### config.mk
export PLATFORM = sky130hd
export DESIGN_NAME = conv_input_feeder
export DESIGN_NICKNAME = d
export VERILOG_FILES = /design/src/rtl/conv_input_feeder.sv
export SDC_FILE = /design/constraint.sdc
export NUM_CORES = 2
export LEC_CHECK = 0
export CORE_MARGIN = 5
export CORE_UTILIZATION = 57
export CTS_CLUSTER_DIAMETER = 200
export DETAILED_ROUTE_END_ITERATION = 12
export PLACE_DENSITY = 0.73
export SLEW_MARGIN = 20
export SYNTH_ARGS = -nofsm -noshare
export SYNTH_HDL_FRONTEND = slang
export SYNTH_SLANG_ARGS = --single-unit
### constraint.sdc
create_clock -name clk -period 6 [get_ports clk]
set_clock_uncertainty 0.05 [all_clocks]
set_input_delay 0.6 -clock clk [delete_from_list [all_inputs] [get_ports clk]]
set_output_delay 0.6 -clock clk [all_outputs]
set_load 0.03 [all_outputs]
### src/rtl/conv_input_feeder.sv
// conv_input_feeder: streams one feature tile and its kernel weights into a PARA_X x PARA_Y conv unit.
// Define FEEDER_PING_PONG_EN for double-banked tile/weight storage that accepts writes while streaming.
module conv_input_feeder #(
    parameter int DATA_WIDTH        = 16,
    parameter int PARA_X            = 3,
    parameter int PARA_Y            = 3,
    parameter int KERNEL_SIZE_MAX   = 5,
    parameter int KERNEL_SIZE_WIDTH = 4,
    localparam int TILE_AW = $clog2((PARA_X + KERNEL_SIZE_MAX - 1) * (PARA_Y + KERNEL_SIZE_MAX - 1)),
    localparam int WGT_AW  = $clog2(KERNEL_SIZE_MAX * KERNEL_SIZE_MAX)
) (
    input  logic                                clk,
    input  logic                                rst,
    input  logic                                start,
    input  logic [KERNEL_SIZE_WIDTH-1:0]        kernel_size,
    input  logic                                tile_wr_en,
    input  logic [TILE_AW-1:0]                  tile_wr_addr,
    input  logic [DATA_WIDTH-1:0]               tile_wr_data,
    input  logic                                weight_wr_en,
    input  logic [WGT_AW-1:0]                   weight_wr_addr,
    input  logic [DATA_WIDTH-1:0]               weight_wr_data,
    input  logic                                result_ready,
    output logic [PARA_X*PARA_Y*DATA_WIDTH-1:0] input_data,
    output logic [DATA_WIDTH-1:0]               weight,
    output logic                                conv_rst_n,
    output logic                                busy,
    output logic                                done,
    output logic                                cfg_err
);
    localparam int TILE_W = PARA_Y + KERNEL_SIZE_MAX - 1;
    localparam int TILE_N = (PARA_X + KERNEL_SIZE_MAX - 1) * TILE_W;
    localparam int WGT_N  = KERNEL_SIZE_MAX * KERNEL_SIZE_MAX;
    localparam int CW     = $clog2(WGT_N);
`ifdef FEEDER_PING_PONG_EN
    localparam int NB = 2;
`else
    localparam int NB = 1;
`endif
    localparam int TIW = $clog2(NB * TILE_N);
    localparam int WIW = $clog2(NB * WGT_N);

    typedef enum logic [1:0] {IDLE, STREAM, WAIT, DONE} state_t;

    state_t                       state_q, state_d;
    logic [KERNEL_SIZE_WIDTH-1:0] k_q, k_d;
    logic [CW-1:0]                c_q, c_d, r_q, r_d, s_q, s_d;
    logic [DATA_WIDTH-1:0]        weight_q, weight_d;
    logic                         cfg_err_q, cfg_err_d;
    logic                         legal, last, wrap, rd_bank, wr_bank, wr_ok;
    int                           ci, ri, si, ki, rd_tbase, rd_wbase, wr_tbase, wr_wbase;

    logic [DATA_WIDTH-1:0] tile_mem [NB*TILE_N];
    logic [DATA_WIDTH-1:0] w_mem    [NB*WGT_N];

`ifdef FEEDER_PING_PONG_EN
    logic bank_q, bank_d;
    assign bank_d  = bank_q ^ (state_q == IDLE && start && legal);
    assign rd_bank = bank_q;
    assign wr_bank = ~bank_q;
    assign wr_ok   = 1'b1;
    always_ff @(posedge clk or negedge rst) begin
        if (!rst) bank_q <= 1'b0;
        else      bank_q <= bank_d;
    end
`else
    assign rd_bank = 1'b0;
    assign wr_bank = 1'b0;
    assign wr_ok   = state_q == IDLE;
`endif

    assign ci       = int'(c_q);
    assign ri       = int'(r_q);
    assign si       = int'(s_q);
    assign ki       = int'(k_q);
    assign rd_tbase = rd_bank ? TILE_N : 0;
    assign rd_wbase = rd_bank ? WGT_N : 0;
    assign wr_tbase = wr_bank ? TILE_N : 0;
    assign wr_wbase = wr_bank ? WGT_N : 0;
    assign legal    = kernel_size == KERNEL_SIZE_WIDTH'(3) || kernel_size == KERNEL_SIZE_WIDTH'(5);
    assign last     = ci == ki * ki - 1;
    assign wrap     = si == ki - 1;

    always_ff @(posedge clk) begin
        if (tile_wr_en && wr_ok && int'(tile_wr_addr) < TILE_N)
            tile_mem[TIW'(wr_tbase + int'(tile_wr_addr))] <= tile_wr_data;
        if (weight_wr_en && wr_ok && int'(weight_wr_addr) < WGT_N)
            w_mem[WIW'(wr_wbase + int'(weight_wr_addr))] <= weight_wr_data;
    end

    always_comb begin
        state_d   = state_q;
        k_d       = k_q;
        c_d       = c_q;
        r_d       = r_q;
        s_d       = s_q;
        cfg_err_d = 1'b0;
        weight_d  = state_q == STREAM ? w_mem[WIW'(rd_wbase + ci)] : '0;
        case (state_q)
            IDLE: if (start) begin
                state_d   = legal ? STREAM : IDLE;
                k_d       = legal ? kernel_size : k_q;
                cfg_err_d = !legal;
            end
            STREAM: begin
                state_d = last ? WAIT : STREAM;
                c_d     = last ? '0 : c_q + 1'b1;
                r_d     = last ? '0 : (wrap ? r_q + 1'b1 : r_q);
                s_d     = (last || wrap) ? '0 : s_q + 1'b1;
            end
            WAIT:    state_d = result_ready ? DONE : WAIT;
            default: state_d = IDLE;
        endcase
    end

    // Word 0 of each PARA_Y group is the rightmost column of that group.
    always_comb begin
        input_data = '0;
        if (state_q == STREAM) begin
            if (ci == 0) begin
                for (int x = 0; x < PARA_X; x++)
                    for (int j = 0; j < PARA_Y; j++)
                        input_data[(x*PARA_Y + PARA_Y-1-j)*DATA_WIDTH +: DATA_WIDTH] =
                            tile_mem[TIW'(rd_tbase + x*TILE_W + j)];
            end else if (ci < ki) begin
                for (int x = 0; x < PARA_X; x++)
                    input_data[x*DATA_WIDTH +: DATA_WIDTH] =
                        tile_mem[TIW'(rd_tbase + x*TILE_W + PARA_Y-1 + ci)];
            end else if (si == 0) begin
                for (int j = 0; j < PARA_Y; j++)
                    input_data[(PARA_Y-1-j)*DATA_WIDTH +: DATA_WIDTH] =
                        tile_mem[TIW'(rd_tbase + (PARA_X-1 + ri)*TILE_W + j)];
            end else begin
                input_data[DATA_WIDTH-1:0] =
                    tile_mem[TIW'(rd_tbase + (PARA_X-1 + ri)*TILE_W + PARA_Y-1 + si)];
            end
        end
    end

    always_ff @(posedge clk or negedge rst) begin
        if (!rst) begin
            state_q   <= IDLE;
            k_q       <= '0;
            c_q       <= '0;
            r_q       <= '0;
            s_q       <= '0;
            weight_q  <= '0;
            cfg_err_q <= 1'b0;
        end else begin
            state_q   <= state_d;
            k_q       <= k_d;
            c_q       <= c_d;
            r_q       <= r_d;
            s_q       <= s_d;
            weight_q  <= weight_d;
            cfg_err_q <= cfg_err_d;
        end
    end

    assign weight     = weight_q;
    assign cfg_err    = cfg_err_q;
    assign busy       = state_q != IDLE;
    assign done       = state_q == DONE;
    assign conv_rst_n = state_q == STREAM || state_q == WAIT;
endmodule

======== Word level (Yosys, flattened, before mapping) ========
Memories as Yosys holds them, arrays and structs flattened.
Cells that the tools add are included.
operators by class
  add/subtract/negate cells ............... 14
  multipliers ............................. 2
  magnitude comparators ................... 3
  eq/ne operators ......................... 8
  muxes and demuxes ....................... 22
  reductions and logical operators ........ 15
operators by type and width
  cell                                                count
  2-to-1 mux 144 bit                                  1
  2-to-1 mux 48 bit                                   2
  2-to-1 mux 96 bit                                   1
  zero test 32 bit                                    2
  2-to-1 mux 16 bit                                   2
  2-to-1 mux 32 bit                                   1
  2-to-1 mux 5 bit                                    4
  adder 5 x 1 -> 5 bit (second input constant)        3
  adder 2 x 5 -> 6 bit (first input constant)         2
  adder 6 x 2 -> 6 bit (second input constant)        2
  == test 6 x 9 -> 1 bit                              1
  subtractor 8 x 1 -> 9 bit (second input constant)   1
  multiplier 4 x 4 -> 8 bit                           1
  2-to-1 mux 1 bit                                    8
  adder 4 x 5 -> 6 bit (first input constant)         1
  adder 5 x 5 -> 6 bit (first input constant)         1
  adder 6 x 3 -> 6 bit (second input constant)        1
  adder 6 bit                                         1
  == test 6 x 5 -> 1 bit                              1
  less-than comparator 6 bit (second input constant)  1
  multiplier 6 x 3 -> 6 bit (second input constant)   1
  one-hot mux 2 bit (3 select lines)                  1
  subtractor 6 x 1 -> 6 bit (second input constant)   1
  less-than comparator 5 x 4 -> 1 bit                 1
  15 further kinds                                    23
word-level totals
  register bits ........................... 38
  RAM bits ................................ 1184
  input bits .............................. 53
  output and inout port bits .............. 164
  memories kept ........................... 2
memories
  memory    words  width  read ports  clocked after memory_dff  wr ports  RTL line  RTL
  tile_mem  49     16     16          0                         1         52        logic [DATA_WIDTH-1:0] tile_mem [NB*TILE_N];
  w_mem     25     16     1           0                         1         53        logic [DATA_WIDTH-1:0] w_mem [NB*WGT_N];

======== Longest topological paths before layout ========
An unclocked memory read counts as a cell.
  depth after elaboration ................. 10
  gate-level depth with buffers ........... 25

======== Worst setup path after synthesis ========
OpenSTA, ideal clock, no wires.
  path type ............................... register to output
  start point ............................. reg r_q[1]
  end point ............................... out input_data[1]
  data arrival time ....................... 6.207 ns
  path slack .............................. -0.857 ns
  stages on the path, launching flop included .. 26
  buffers on the path ..................... 10
  path through ............................ dfrtp_1 > inv_1 > ha_1 > buf_2 > buf_2 > buf_2 > buf_1 > buf_2 > xor2_1 > ha_1 > fa_1 > xor2_1 > buf_2 > buf_1 > ha_1 > ha_1 > a21boi_0 > or2_2 > buf_4 > buf_2 > buf_1 > nand2_1 > a32o_1 > nor3_1 > nor3_1 > a31oi_1
on the way
  cells in the longest elaborated chain, start to end .. 10
  elaborated cells between the ends (all ways) .. 11
ends and longest elaborated chain
  what                           RTL line  RTL
  start, declared                46        logic [CW-1:0] c_q, c_d, r_q, r_d, s_q, s_d;
  start signal, assigned         152       r_q <= r_d;
  adder 2 x 5 -> 6 bit (*)       131, 134
  multiplier 6 x 3 -> 6 bit (*)  131, 134
  adder 6 x 2 -> 6 bit           134       tile_mem[TIW'(rd_tbase + (PARA_X-1 + ri)*TILE_W + PARA_Y-1 + si)];
  subtractor 6 x 1 -> 6 bit      134
  adder 6 bit                    134
  memory read (49 x 16 bit) (*)  n/a
  2-to-1 mux 16 bit (*)          128       end else if (si == 0) begin
  2-to-1 mux 48 bit (*)          124       end else if (ci < ki) begin
  2-to-1 mux 48 bit (*)          119       if (ci == 0) begin
  2-to-1 mux 144 bit (*)         118       if (state_q == STREAM) begin
  end, declared                  23        output logic [PARA_X*PARA_Y*DATA_WIDTH-1:0] input_data,
Every way passes the cells marked *; elsewhere a longest branch is shown, timed or not.

======== Worst setup path in the final report ========
Ends and elaborated chain as after synthesis.

==> flow_summary.yaml <==
synth:
  synth_edf_count: 1424
  yosysWarnings: 0
  synth_area_leader_cell: "edfxtp_1"
  synthAdderAreaFrac_pct: 0.632
  synthArstFlopShare_pct: 2.60
  avgSynthCellArea_sq_um: 18.6
  yosysMostFrequentCell: "mux4_2"
  synthTopCellsByArea: "edfxtp_1 46%, mux4_2 41%, mux2i_1 1.8%"
  synthesis.area_sq_um: 92600
  ys_seq_elements: 1462
  synth_cell_types: 70
  synthFlopType: "edfxtp_1"
  yosysSeqAreaShare_pct: 47.2
  synth.cells.most_frequent: "1690 x mux4_2, 1424 x edfxtp_1, 246 x nand2_1, 241 x clkbuf_1, 175 x buf_2"
  synth_cells: 4976
  yosys.area_share.simple_pct: 3.31
  synth-xor-area-share_pct: 0.457
  synth_top_family_by_area: "multiplexers"
  synth_top_area_share_pct: 46.2
  synth_compound_area_share_pct: 2.76
  synthMuxAreaShare_pct: 43.1
cells_and_area:
  post-route-cell-area_sq_um: 106000
  layout-drive-gt1-share_pct: 45.6
  design.final.nets: 5532
  synthToLayoutAreaGrowth_pct: 15.0
setup_path:
  path_class: "register to output port"
  arrival_ns: 5.52
  endpoint_kind: "output port"
  crit_chain: "inv_2 > ha_4 > xor2_2 > ha_4 > fa_4 > ha_4 > ha_4 > a21oi_4 > and3b_1 > or2_4 > buf_12 > buf_4 > mux4_2 > o211ai_1 > a31oi_2 > buf_12"
  cp.required_ns: 5.35
  path_buf_inv: 4
  cpMostUsedCell: "ha_4"
  slowest_stage: "fa_4"
  max_stage_delay_ns: 0.79
  start_kind: "register"
  critPathMaxFanout: 12
  crit_family: "adder cells"
power_and_ir_drop:
  switching_share_pct: 21.8
  clockPowerShare_pct: 45.5
  p_leak_nw: 35.6
  p_sw_mw: 4.81
  internal-power_mw: 17.3
  power_density_nw_per_um2: 207
  ir_drop_uv: 460
  p_total_mw: 22.1
  seqPwrFrac_pct: 52.1
  pwr-share-comb_pct: 2.5
clock_network:
  numCtsBuffers: 159
  clkTransAtPathRegs_ns: 0.07
  clock-sinks: 1462
  worstSkewPairLatency_ns: 0.85
  max-clock-path-buffers: 3
  htreeDepth: 4
  cts_tree: "done"
  cts_root_buffer: "clkbuf_16"
floorplanning:
  fp.coreArea_sq_um: 162000
  initial_core_util_pct: 57.1
  io_pins: 217
  die-width_um: 413
  row_count: 148
  die_area_sq_um: 171000
  die_y_um: 413
global_route:
  grt_overflow: 0
  grt_use_met2_pct: 55.0
  grt_start_max_net_pins: 150
  grt_util_all_layers_pct: 38.9
  antenna_found_initial: 25
  grt_use_met1_pct: 48.2
  grt_pass1_wl_mm: 461
  busiest_layer: "met2"
  grt_pass1_vias: 60200
  gr-usage-met3_pct: 18.5
routing:
  drc_errors: 0
  antenna_left: 0
  totalWireLength_mm: 333
  route.vias.total: 63000
  initialDrtViolationCount: 12400
  firstDrtPassIters: 6
  wl_per_cell_um: 42.9
  avgViaCountPerCell: 8.10
placement:
  post-place-ws_ns: 0.231
  port_buffers: 216
  gp_congestion: 0.993
  dpl_cell_area_sq_um: 99300
  hpwl_mm: 209
timing:
  slew_violations: 0
  relSlewSlack_pct: 12.6
  finalSetupViolations: 20
  rsz0062_at_grt: "true"
  hold_viol_final: 0
  tightest_slew_ns: 1.31
  finalCritPeriodShare_pct: 103
  finalCriticalPeriod_ns: 6.17
  fmax_ghz: 0.162
  worst_slack_ns: -0.170
hold_path:
  hp-class: "primary input to register"
run_status:
  violations: "setup timing"
  outcome: "complete, but fails checks"
run:
  drv_cap: 0
==> final timing paths <==
path / startpoint / end / slack, ns / depth (start not counted)
min: tile_wr_data[0] / tile_mem[34][0] / 0.26 / 1
max: r_q[1] / input_data[1] / -0.17 / 16
min reg2reg: r_q[2] / r_q[2] / 0.50 / 1
max in group asynchronous: rst / c_q[1] / 4.78 / 3
min in group asynchronous: rst / cfg_err / 0.40 / 3
max reg2reg: state_q[1] / tile_mem[30][3] / 1.45 / 7
==> layer usage <==
| metal | share of wire (%) | up-vias |
|---|---|---|
| met5 | 0.23 | - |
| met4 | 8.2 | 32 |
| met3 | 17 | 1342 |
| met2 | 43 | 6264 |
| met1 | 31 | 32400 |
| li1 | - | 23000 |
==> area by class of cell <==
type | instances | area [sq um]
sequential | 1462 | 43700
multi-input combinational | 3217 | 48500
fill | 10800 | 55800
timing repair buffer | 562 | 5950
antenna | 30 | 75.1
clock buffer | 199 | 4200
inverter | 32 | 121
tap | 2175 | 2720
clock inverter | 97 | 1120
==> worst register-to-register path, delay by kind of cell, from the launching register on <==
family,cells,cell delay (ns)
simple gates,4,2.19
fa+ha+maj,1,0.94
buf+inv,2,0.59
flops,1,0.43
==> per-stage QoR <==
stage	setup TNS [ns]	util, %	hold WS (ns)	std cells
finish	-1.24	65.6	0.256	7774
global placement	0	61.2	0.494	7378
global route	-3.65	65.6	0.266	7760
floorplan	0	-	0.254	5215
CTS	-1.15	65.2	0.277	7716
detailed placement	0	61.2	0.505	7378
==> sequential cells by signal, summed over array words and instances (netlist names) <==
name and count:
state_q 2, r_q 5, weight 16, w_mem 400, cfg_err 1, k_q 4, tile_mem 1024, c_q 5
s_q 5
==> cell usage in the layout, fill, tap and decap left out, drive strengths merged, types with 9 or more instances in the layout <==
master / Yosys / final
clkbuf: 242 / 204
a221o: 13 / 13
inv: 30 / 34
mux2: 19 / 19
edfxtp: 1424 / 1424
nor2b: 28 / 28
mux2i: 166 / 166
a31oi: 12 / 12
nor3: 16 / 16
a32oi: 26 / 26
conb: 1 / 240
o2111ai: 9 / 9
o21ai: 80 / 80
and3: 109 / 109
a22o: 13 / 13
a21oi: 53 / 53
o22ai: 20 / 20
ha: 42 / 42
bufinv: 0 / 14
a32o: 11 / 11
dfrtp: 38 / 38
a221oi: 11 / 11
and2: 22 / 22
diode: 0 / 30
nor2: 129 / 129
a211oi: 41 / 41
nand2b: 9 / 9
xnor2: 21 / 21
nand3: 60 / 60
nand3b: 9 / 9
nand2: 246 / 246
xor2: 16 / 16
clkdlybuf4s50: 0 / 151
buf: 262 / 400
o211ai: 10 / 10
mux4: 1690 / 1690
a22oi: 30 / 30
clkinv: 2 / 75
==> what timing repair did <==
action,CTS,global route
pin swaps,35,34
setup buffers,32,22
hold endpoints to repair,38,0
setup endpoints to repair,45,42
hold buffers,1,0
gates cloned,9,5
resized for setup,113,62
==> power by group through the flow <==
| stage | clock network (mW) | logic, mW | registers, mW |
|---|---|---|---|
| 6_report | 10.0 | 0.547 | 11.5 |
| 5_1_grt | 10.6 | 0.571 | 11.5 |
| 4_1_cts | 10.1 | 0.528 | 11.5 |
| 3_5_place_dp | 0 | 0.525 | 11.7 |
| 3_3_place_gp | 0 | 0.518 | 11.7 |
| 2_1_floorplan | 0 | 0.259 | 11.6 |
==> cell families after synthesis <==
family | Yosys count
buffers and inverters | 536
AND/OR/NAND/NOR | 649
flip-flops | 1462
other | 1
XOR/XNOR | 40
multiplexers | 1875
AO/OA/AOI/OAI | 368
adder cells (fa/ha/maj) | 45
(Power assumes the default switching activity.)
